**config.mk**
```make
export PLATFORM = sky130hd
export DESIGN_NAME = mips_mem_arbiter
export DESIGN_NICKNAME = d
export VERILOG_FILES = /design/src/rtl/mips_mem_pkg.sv /design/src/rtl/mem_arb_wait_timer.sv /design/src/rtl/mips_mem_arbiter.sv
export SDC_FILE = /design/constraint.sdc
export NUM_CORES = 1
export LEC_CHECK = 0
export CAP_MARGIN = 20
export CORE_AREA = 2 2 71 141
export CTS_CLUSTER_DIAMETER = 200
export DETAILED_ROUTE_END_ITERATION = 8
export DIE_AREA = 0 0 73 143
export DONT_BUFFER_PORTS = 1
export PLACE_DENSITY = 0.63
export SYNTH_ARGS = -nofsm -noshare
export SYNTH_HDL_FRONTEND = slang
export SYNTH_SLANG_ARGS = --single-unit
```
**constraint.sdc**
```tcl
create_clock -name clk -period 2 [get_ports clk]
set_input_delay 0.2 -clock clk [delete_from_list [all_inputs] [get_ports clk]]
set_output_delay 0.2 -clock clk [all_outputs]
set_load 0.05 [all_outputs]
```
**src/rtl/mips_mem_pkg.sv**
```systemverilog
// Shared constants for the MIPS instruction/data memory arbiter: FSM state
// encoding, requester port ids and default address/data widths.
package mips_mem_pkg;

  localparam int DEF_AW = 10;
  localparam int DEF_DW = 32;

  typedef logic [1:0] arb_state_t;

  localparam arb_state_t ST_IDLE   = 2'd0;
  localparam arb_state_t ST_ACCESS = 2'd1;
  localparam arb_state_t ST_DONE   = 2'd2;

  localparam logic PORT_IF = 1'b0;
  localparam logic PORT_D  = 1'b1;

endpackage

```
**src/rtl/mem_arb_wait_timer.sv**
```systemverilog
// Loadable down-counter that counts the memory wait states of one access and
// flags when the read data is due.
module mem_arb_wait_timer #(
  parameter int W = 4
) (
  input  logic         clk,
  input  logic         rst_n,
  input  logic         load_i,
  input  logic [W-1:0] load_val_i,
  input  logic         dec_i,
  output logic         zero_o
);

  logic [W-1:0] cnt_q, cnt_d;

  always_comb begin
    cnt_d = cnt_q;
    if (load_i)
      cnt_d = load_val_i;
    else if (dec_i && (cnt_q != '0))
      cnt_d = cnt_q - W'(1);
  end

  // NOTE: sequential state uses non-blocking assignments so every flop samples pre-edge values.
  always_ff @(posedge clk or negedge rst_n) begin
    if (!rst_n) cnt_q <= '0;
    else        cnt_q <= cnt_d;
  end

  assign zero_o = (cnt_q == '0);

endmodule

```
**src/rtl/mips_mem_arbiter.sv**
```systemverilog
// Arbitrates one single-port fixed-latency memory between instruction fetch
// and data ports; define MIPS_MEM_ARB_STATS_EN to add grant/conflict counters.
module mips_mem_arbiter
  import mips_mem_pkg::*;
#(
  parameter int AW          = DEF_AW,
  parameter int DW          = DEF_DW,
  parameter int WAIT_STATES = 1,
  parameter int STARVE_MAX  = 3
) (
  input  logic          clk,
  input  logic          rst_n,
  input  logic          halted,
  input  logic          if_req,
  input  logic [AW-1:0] if_addr,
  output logic          if_ack,
  output logic [DW-1:0] if_rdata,
  input  logic          d_req,
  input  logic          d_we,
  input  logic [AW-1:0] d_addr,
  input  logic [DW-1:0] d_wdata,
  output logic          d_ack,
  output logic [DW-1:0] d_rdata,
  output logic          mem_en,
  output logic          mem_we,
  output logic [AW-1:0] mem_addr,
  output logic [DW-1:0] mem_wdata,
  input  logic [DW-1:0] mem_rdata,
  output logic          busy
`ifdef MIPS_MEM_ARB_STATS_EN
  ,
  output logic [15:0]   if_grant_cnt,
  output logic [15:0]   d_grant_cnt,
  output logic [15:0]   conflict_cnt
`endif
);

  localparam int TW = (WAIT_STATES > 1) ? $clog2(WAIT_STATES + 1) : 1;
  localparam int SW = (STARVE_MAX > 1) ? $clog2(STARVE_MAX + 1) : 1;

  arb_state_t    state_q, state_d;
  logic          port_q, port_d;
  logic [SW-1:0] starve_q, starve_d;
  logic          mem_en_q, mem_en_d;
  logic          mem_we_q, mem_we_d;
  logic [AW-1:0] mem_addr_q, mem_addr_d;
  logic [DW-1:0] mem_wdata_q, mem_wdata_d;
  logic          if_ack_q, if_ack_d;
  logic          d_ack_q, d_ack_d;
  logic [DW-1:0] if_rdata_q, if_rdata_d;
  logic [DW-1:0] d_rdata_q, d_rdata_d;

  logic tmr_load, tmr_dec, tmr_zero;
  logic pick_d;

  // Data wins unless fetch is waiting and has already lost STARVE_MAX times.
  assign pick_d = d_req && !(if_req && (starve_q == SW'(STARVE_MAX)));

  mem_arb_wait_timer #(.W(TW)) u_timer (
    .clk        (clk),
    .rst_n      (rst_n),
    .load_i     (tmr_load),
    .load_val_i (TW'(WAIT_STATES)),
    .dec_i      (tmr_dec),
    .zero_o     (tmr_zero)
  );

  always_comb begin
    // NOTE: every signal gets a default before the case so no path infers a latch.
    state_d     = state_q;
    port_d      = port_q;
    starve_d    = starve_q;
    mem_en_d    = mem_en_q;
    mem_we_d    = mem_we_q;
    mem_addr_d  = mem_addr_q;
    mem_wdata_d = mem_wdata_q;
    if_rdata_d  = if_rdata_q;
    d_rdata_d   = d_rdata_q;
    if_ack_d    = 1'b0;
    d_ack_d     = 1'b0;
    tmr_load    = 1'b0;
    tmr_dec     = 1'b0;

    case (state_q)
      ST_IDLE: begin
        if (!halted && (if_req || d_req)) begin
          port_d     = pick_d ? PORT_D : PORT_IF;
          mem_en_d   = 1'b1;
          mem_we_d   = pick_d && d_we;
          mem_addr_d = pick_d ? d_addr : if_addr;
          if (pick_d) begin
            mem_wdata_d = d_wdata;
            if (if_req && (starve_q != SW'(STARVE_MAX)))
              starve_d = starve_q + SW'(1);
          end else begin
            starve_d = '0;
          end
          tmr_load = 1'b1;
          state_d  = ST_ACCESS;
        end
      end

      ST_ACCESS: begin
        if (tmr_zero) begin
          if (port_q == PORT_IF)
            if_rdata_d = mem_rdata;
          else if (!mem_we_q)
            d_rdata_d = mem_rdata;
          mem_en_d = 1'b0;
          mem_we_d = 1'b0;
          if_ack_d = (port_q == PORT_IF);
          d_ack_d  = (port_q == PORT_D);
          state_d  = ST_DONE;
        end else begin
          tmr_dec = 1'b1;
        end
      end

      ST_DONE: state_d = ST_IDLE;

      default: state_d = ST_IDLE;
    endcase
  end

  // NOTE: the asynchronous reset clears all state, so an in-flight access is dropped without an ack.
  always_ff @(posedge clk or negedge rst_n) begin
    if (!rst_n) begin
      state_q     <= ST_IDLE;
      port_q      <= PORT_IF;
      starve_q    <= '0;
      mem_en_q    <= 1'b0;
      mem_we_q    <= 1'b0;
      mem_addr_q  <= '0;
      mem_wdata_q <= '0;
      if_ack_q    <= 1'b0;
      d_ack_q     <= 1'b0;
      if_rdata_q  <= '0;
      d_rdata_q   <= '0;
    end else begin
      state_q     <= state_d;
      port_q      <= port_d;
      starve_q    <= starve_d;
      mem_en_q    <= mem_en_d;
      mem_we_q    <= mem_we_d;
      mem_addr_q  <= mem_addr_d;
      mem_wdata_q <= mem_wdata_d;
      if_ack_q    <= if_ack_d;
      d_ack_q     <= d_ack_d;
      if_rdata_q  <= if_rdata_d;
      d_rdata_q   <= d_rdata_d;
    end
  end

  assign if_ack    = if_ack_q;
  assign d_ack     = d_ack_q;
  assign if_rdata  = if_rdata_q;
  assign d_rdata   = d_rdata_q;
  assign mem_en    = mem_en_q;
  assign mem_we    = mem_we_q;
  assign mem_addr  = mem_addr_q;
  assign mem_wdata = mem_wdata_q;
  assign busy      = (state_q != ST_IDLE);

`ifdef MIPS_MEM_ARB_STATS_EN
  logic        stat_grant;
  logic [15:0] if_cnt_q, d_cnt_q, conf_cnt_q;

  assign stat_grant = (state_q == ST_IDLE) && !halted && (if_req || d_req);

  always_ff @(posedge clk or negedge rst_n) begin
    if (!rst_n) begin
      if_cnt_q   <= '0;
      d_cnt_q    <= '0;
      conf_cnt_q <= '0;
    end else if (stat_grant) begin
      if ((port_d == PORT_IF) && (if_cnt_q != 16'hFFFF)) if_cnt_q <= if_cnt_q + 16'd1;
      if ((port_d == PORT_D) && (d_cnt_q != 16'hFFFF))   d_cnt_q  <= d_cnt_q + 16'd1;
      if (if_req && d_req && (conf_cnt_q != 16'hFFFF))   conf_cnt_q <= conf_cnt_q + 16'd1;
    end
  end

  assign if_grant_cnt = if_cnt_q;
  assign d_grant_cnt  = d_cnt_q;
  assign conflict_cnt = conf_cnt_q;
`endif

endmodule

```
* Word level (Yosys, flattened, before mapping)
Cells that the tools add are included.
** Word-level totals
- Bits in registers :: 116
- Output and inout bits :: 111
** Cells by class
- Reduce and logical (&&, ||, !) cells :: 20
- Bitwise gates (word level) :: 3
- Mux-type cells :: 22
- Equal/unequal tests :: 6
- Add/sub/neg operators :: 2
** Operators with widths (number)
- $mux W1 :: 14
- $reduce_and A3 Y1 :: 4
- $mux W10 :: 1
- $mux W2 :: 4
- $logic_and A1 B1 Y1 :: 6
- $ne A2 B2 Y1 const B :: 3
- $reduce_bool A2 Y1 :: 3
- $pmux W1 S2 :: 2
- $pmux W2 S2 :: 1
- $reduce_and A2 Y1 :: 2
- $reduce_and A4 Y1 :: 1
- $not A1 Y1 :: 3
- $add A2 B1 Y2 const B :: 1
- $eq A2 B1 Y1 const B :: 1
- $eq A2 B2 Y1 const B :: 1
- $logic_not A1 Y1 :: 2
- $logic_not A2 Y1 :: 1
- $ne A2 B1 Y1 const B :: 1
- $logic_or A1 B1 Y1 :: 1
- $sub A1 B1 Y1 const B :: 1

* Logic depth before layout (Yosys ltp)
- Word-level depth :: 7
- Mapped depth :: 7

* Cells and area by module
Synthesis repeated with hierarchy kept, for this count alone.
** Second synthesis, totals
- Cell total of the unflattened synthesis :: 275
- Area, all modules :: 4494.3 um2
** Modules (own cells, without submodules)
- mips_mem_arbiter :: area each 4449.3 um2, cells each 271, times used 1
- mem_arb_wait_timer :: area each 45.0 um2, cells each 4, times used 1

* Worst setup path before layout
No wires, ideal clock.
- Path type :: reg2reg
- From :: register starve_q[0]
- To :: register mem_wdata_q[10] (netlist: mem_wdata[10])
- Data arrival time :: 1.608 ns
- Setup slack :: 0.267 ns
- Setup time :: 0.125 ns
- Stages on the path, launching flop included :: 7
- Cell sequence :: dfrtp_1 ha_1 a21boi_0 and2_1 buf_2 buf_2 mux2_2
** Between the ends
- Word-level cells in the longest chain between the ends :: 5
** Ends and longest elaborated chain
- start, declared :: line mips_mem_arbiter.sv:43 : logic [SW-1:0] starve_q, starve_d;
- start signal, assigned :: line mips_mem_arbiter.sv:142 : starve_q <= starve_d;
- $eq A2 B2 Y1 :: line mips_mem_arbiter.sv:57 : assign pick_d = d_req && !(if_req && (starve_q == SW'(STARVE_MAX)));
- $logic_and A1 B1 Y1 :: line mips_mem_arbiter.sv:57
- $logic_not A1 Y1 :: line mips_mem_arbiter.sv:57
- $logic_and A1 B1 Y1 :: line mips_mem_arbiter.sv:57
- $reduce_and A3 Y1 (no source line)
- end signal, assigned :: line mips_mem_arbiter.sv:146 : mem_wdata_q <= mem_wdata_d;
- end, declared :: line mips_mem_arbiter.sv:47 : logic [DW-1:0] mem_wdata_q, mem_wdata_d;
Every way passes these cells.
A chain may end at the register's enable or synchronous reset.

* Final worst setup path
- From :: register state_q[1]
- To :: register d_rdata_q[9] (netlist: d_rdata[9])
** Between the ends
- Word-level cells in the longest chain between the ends :: 2
** Ends and longest elaborated chain
- start, declared :: line mips_mem_arbiter.sv:41 : arb_state_t state_q, state_d;
- start signal, assigned :: line mips_mem_arbiter.sv:140 : state_q <= state_d;
- $eq A2 B1 Y1 :: line mips_mem_arbiter.sv:84 : case (state_q)
- $reduce_and A4 Y1 (no source line)
- end signal, assigned :: line mips_mem_arbiter.sv:150 : d_rdata_q <= d_rdata_d;
- end, declared :: line mips_mem_arbiter.sv:51 : logic [DW-1:0] d_rdata_q, d_rdata_d;
Every way passes these cells.

==> impl_metrics.csv <==
group,metric,value,unit
clock_network,cts.path.max_buffers,2,
yosys,synthFlopType,"dfrtp_1",
sta,max_freq,0.530,GHz
yosys,synth-seq-cells,116,
floorplan,die_w,73,microns
clock_network,cts_tree,"done",
critical_path,start_kind,"flip-flop",
clock_network,cts_resized,0,
global_routing,grt_start_max_net_pins,117,
yosys,synth_edf_count,0,
global_routing,grt_pass1_wl,14.3,mm
placed_design,routabilityCongestion,0.729,
placed_design,hpwlAfterDp,5.90,mm
sta,fin_hold_ws,-0.498,ns
critical_path,reg2reg_to,"d_rdata[9]$_DFFE_PN0P_",
clock_network,h-tree-depth,4,
yosys,synth_compound_area_frac,0.0236,
yosys,ys_top_cells_by_area,"dfrtp_1 (64%), mux2_2 (17%), mux2_4 (9.9%), mux2i_1 (2.2%), a21oi_1 (1.2%)",
yosys,synth_common_cells,"dfrtp_1 (116), mux2_2 (67), mux2_4 (30), nor2_1 (13), a21oi_1 (11)",
drt,drc,0,
yosys,syn_nets,376,
yosys,synth_top_family_by_area,"multiplexers",
sta,setup_viol,0,
status,status,"finished with violations",
flow_run,drv_cap,0,
drt,first_pass_iters,4,
sta,clock_skew,0.00777,ns
critical_path,path_cells,"nand2b_1 -> nand2b_4 -> or3_2 -> buf_12 -> mux2_4",
floorplan,coreArea,9320,sq um
yosys,synth_cell_type_count,25,
layout,area_growth,31.2,%
sta,tns,0,ns
clock_network,numCtsBuffers,17,
yosys,postSynth.asyncResetShare,1.00,
clock_network,clkTransAtPathRegs,0.06,ns
sta,worst-slew-pin-transition,0.554,ns
yosys,netlist_area,4560,sq um
global_routing,grt_pass1_vias,2857,
floorplan,die_h,143,microns
critical_path,rrSetupSlack,0.11,ns
layout,fin_nets,452,
global_routing,grt_util_all_layers,0.180,
critical_path,path_class,"flip-flop to flip-flop",
status,failed_checks,"negative hold slack",
drt,wire_per_inst,19.2,microns
sta,min_period,1.89,ns
clock_network,cts_hold_buffers,65,
yosys,syn_inst,285,
drt,avgViaCountPerCell,5.45,
critical_path,crit_fanout,32,
yosys,avgSynthCellArea,16.0,sq um
drt,routed-via-count,2604,
clock_network,cts_root_buffer,"clkbuf_16",
hold_path,hold_path_class,"primary input to async pin",
yosys,synth_top_area_frac,0.637,
critical_path,cpPeakStageDelay,0.45,ns
yosys,synth_top_area_cell,"dfrtp_1",
drt,drt_iter0_drc,115,
floorplan,initial_core_util,0.489,
yosys,synth-simple-area-share,0.0291,
clock_network,insertion_delay,0.39,ns
yosys,yosysMostFrequentCell,"dfrtp_1",
critical_path,crit_path_end_kind,"flip-flop",
sta,fin_crit_sh,0.943,
critical_path,required,2.28,ns
drt,ant_nets,0,
yosys,synth-xor-area-share,0,
global_routing,antenna_found_initial,0,
layout,drive_gt1_frac,0.372,
yosys,seq_area_frac_synth,0.637,
yosys,synthAdderAreaFrac,0.00274,
clock_network,clock_sinks,116,
critical_path,reg2regPathDepth,5,
floorplan,die-area,10400,sq um
critical_path,cp.arrival,2.17,ns
critical_path,slowest_stage,"or3_2",
global_routing,overflow,0,
critical_path,r2r_start,"state_q[1]$_DFFE_PN0P_",
clock_network,post_cts_buffers,0,
drt,wirelength,9.17,mm
sta,hold_viol,116,
sta,slew_headroom,0.631,
sta,maxSlewViolCount,0,
yosys,yosysWarnings,0,
sta,rsz0062_at_grt,"no",
layout,antenna_cells,0,
placed_design,io_buffers,0,
yosys,synthMuxAreaShare,0.286,
floorplan,core.rowCount,50,
floorplan,ios,201,
[worst max-delay path: cells and delay by family (launching register included)]
family | cells | cell delay [ns]
buffers and inverters | 1 | 0.21
and+or+nand+nor | 3 | 0.83
muxes | 1 | 0.33
DFF | 1 | 0.39
[registers in the layout, indices dropped and copies added, names as in the netlist]
register / flops
u_timer.cnt_q: 1
mem_addr: 10
if_rdata: 32
mem_en: 1
mem_wdata: 32
if_ack: 1
d_rdata: 32
port_q: 1
state_q: 2
mem_we: 1
starve_q: 2
d_ack: 1
[cells in the final DEF (no fill, tap or decap)]
cell type	instances
a21boi_1	1
a21o_1	2
a21oi_1	11
a32o_1	1
and2_1	1
and3b_1	1
buf_12	3
buf_4	3
bufinv_16	4
clkbuf_1	1
clkbuf_16	17
clkbuf_8	2
clkinv_2	2
clkinv_4	1
clkinvlp_4	4
dfrtp_1	116
dlygate4sd3_1	65
ha_1	1
inv_1	3
inv_6	1
mux2_2	67
mux2_4	30
mux2i_1	10
nand2_1	4
nand2b_1	1
nand2b_4	1
nor2_1	12
nor2_4	1
nor3_1	1
nor3_2	1
o21ai_0	1
o21bai_1	2
or2_2	1
or3_1	1
or3_2	1
[metal layers]
layer	wire length [microns]	global-route usage	vias up
li1	-	-	1159
met1	3210	0.186	1304
met2	5090	0.308	123
met3	648	0.0628	18
met4	222	0.0984	0
met5	0	0	-
[kinds of logic (layout without fill, tap and decap cells)]
logic type / after synthesis / count (layout)
AOI/OAI and AO/OA: 18 / 18
adders and majority gates: 1 / 1
buffers and inverters: 17 / 106
DFF: 116 / 116
muxes: 107 / 107
and+or+nand+nor: 26 / 26
[how the worst max path moves through the flow]
stage	from	end	slack, ns	cells past startpoint
after floorplan	starve_q[0]$_DFFE_PN0P_	mem_wdata[10]$_DFFE_PN0P_	0.27	6
after global placement	state_q[1]$_DFFE_PN0P_	d_rdata[4]$_DFFE_PN0P_	0.18	5
after detailed placement	state_q[1]$_DFFE_PN0P_	d_rdata[9]$_DFFE_PN0P_	0.14	5
after CTS	state_q[1]$_DFFE_PN0P_	d_rdata[4]$_DFFE_PN0P_	0.11	5
after global routing	state_q[1]$_DFFE_PN0P_	d_rdata[12]$_DFFE_PN0P_	0.04	5
final	state_q[1]$_DFFE_PN0P_	d_rdata[9]$_DFFE_PN0P_	0.11	5
[cell type report]
class,count,area (sq um)
Sequential cell,116,2900
Timing Repair Buffer,71,733
Clock inverter,12,178
Fill cell,653,3340
Tap cell,104,130
Clock buffer,20,457
Inverter,3,11.3
Multi-Input combinational cell,152,1570
[per-stage QoR]
stage | area [sq um] | std cells | utilization | setup slack (ns)
2_1_floorplan | 4560 | 285 | - | 0.267
3_3_place_gp | 4690 | 381 | 0.503 | 0.178
3_5_place_dp | 4690 | 381 | 0.503 | 0.136
4_1_cts | 5980 | 478 | 0.641 | 0.114
5_1_grt | 5980 | 478 | 0.641 | 0.0369
6_report | 5980 | 478 | 0.641 | 0.113
Power is not shown: default switching activity piles up to over one toggle a cycle in this logic, so the estimate is an artifact.
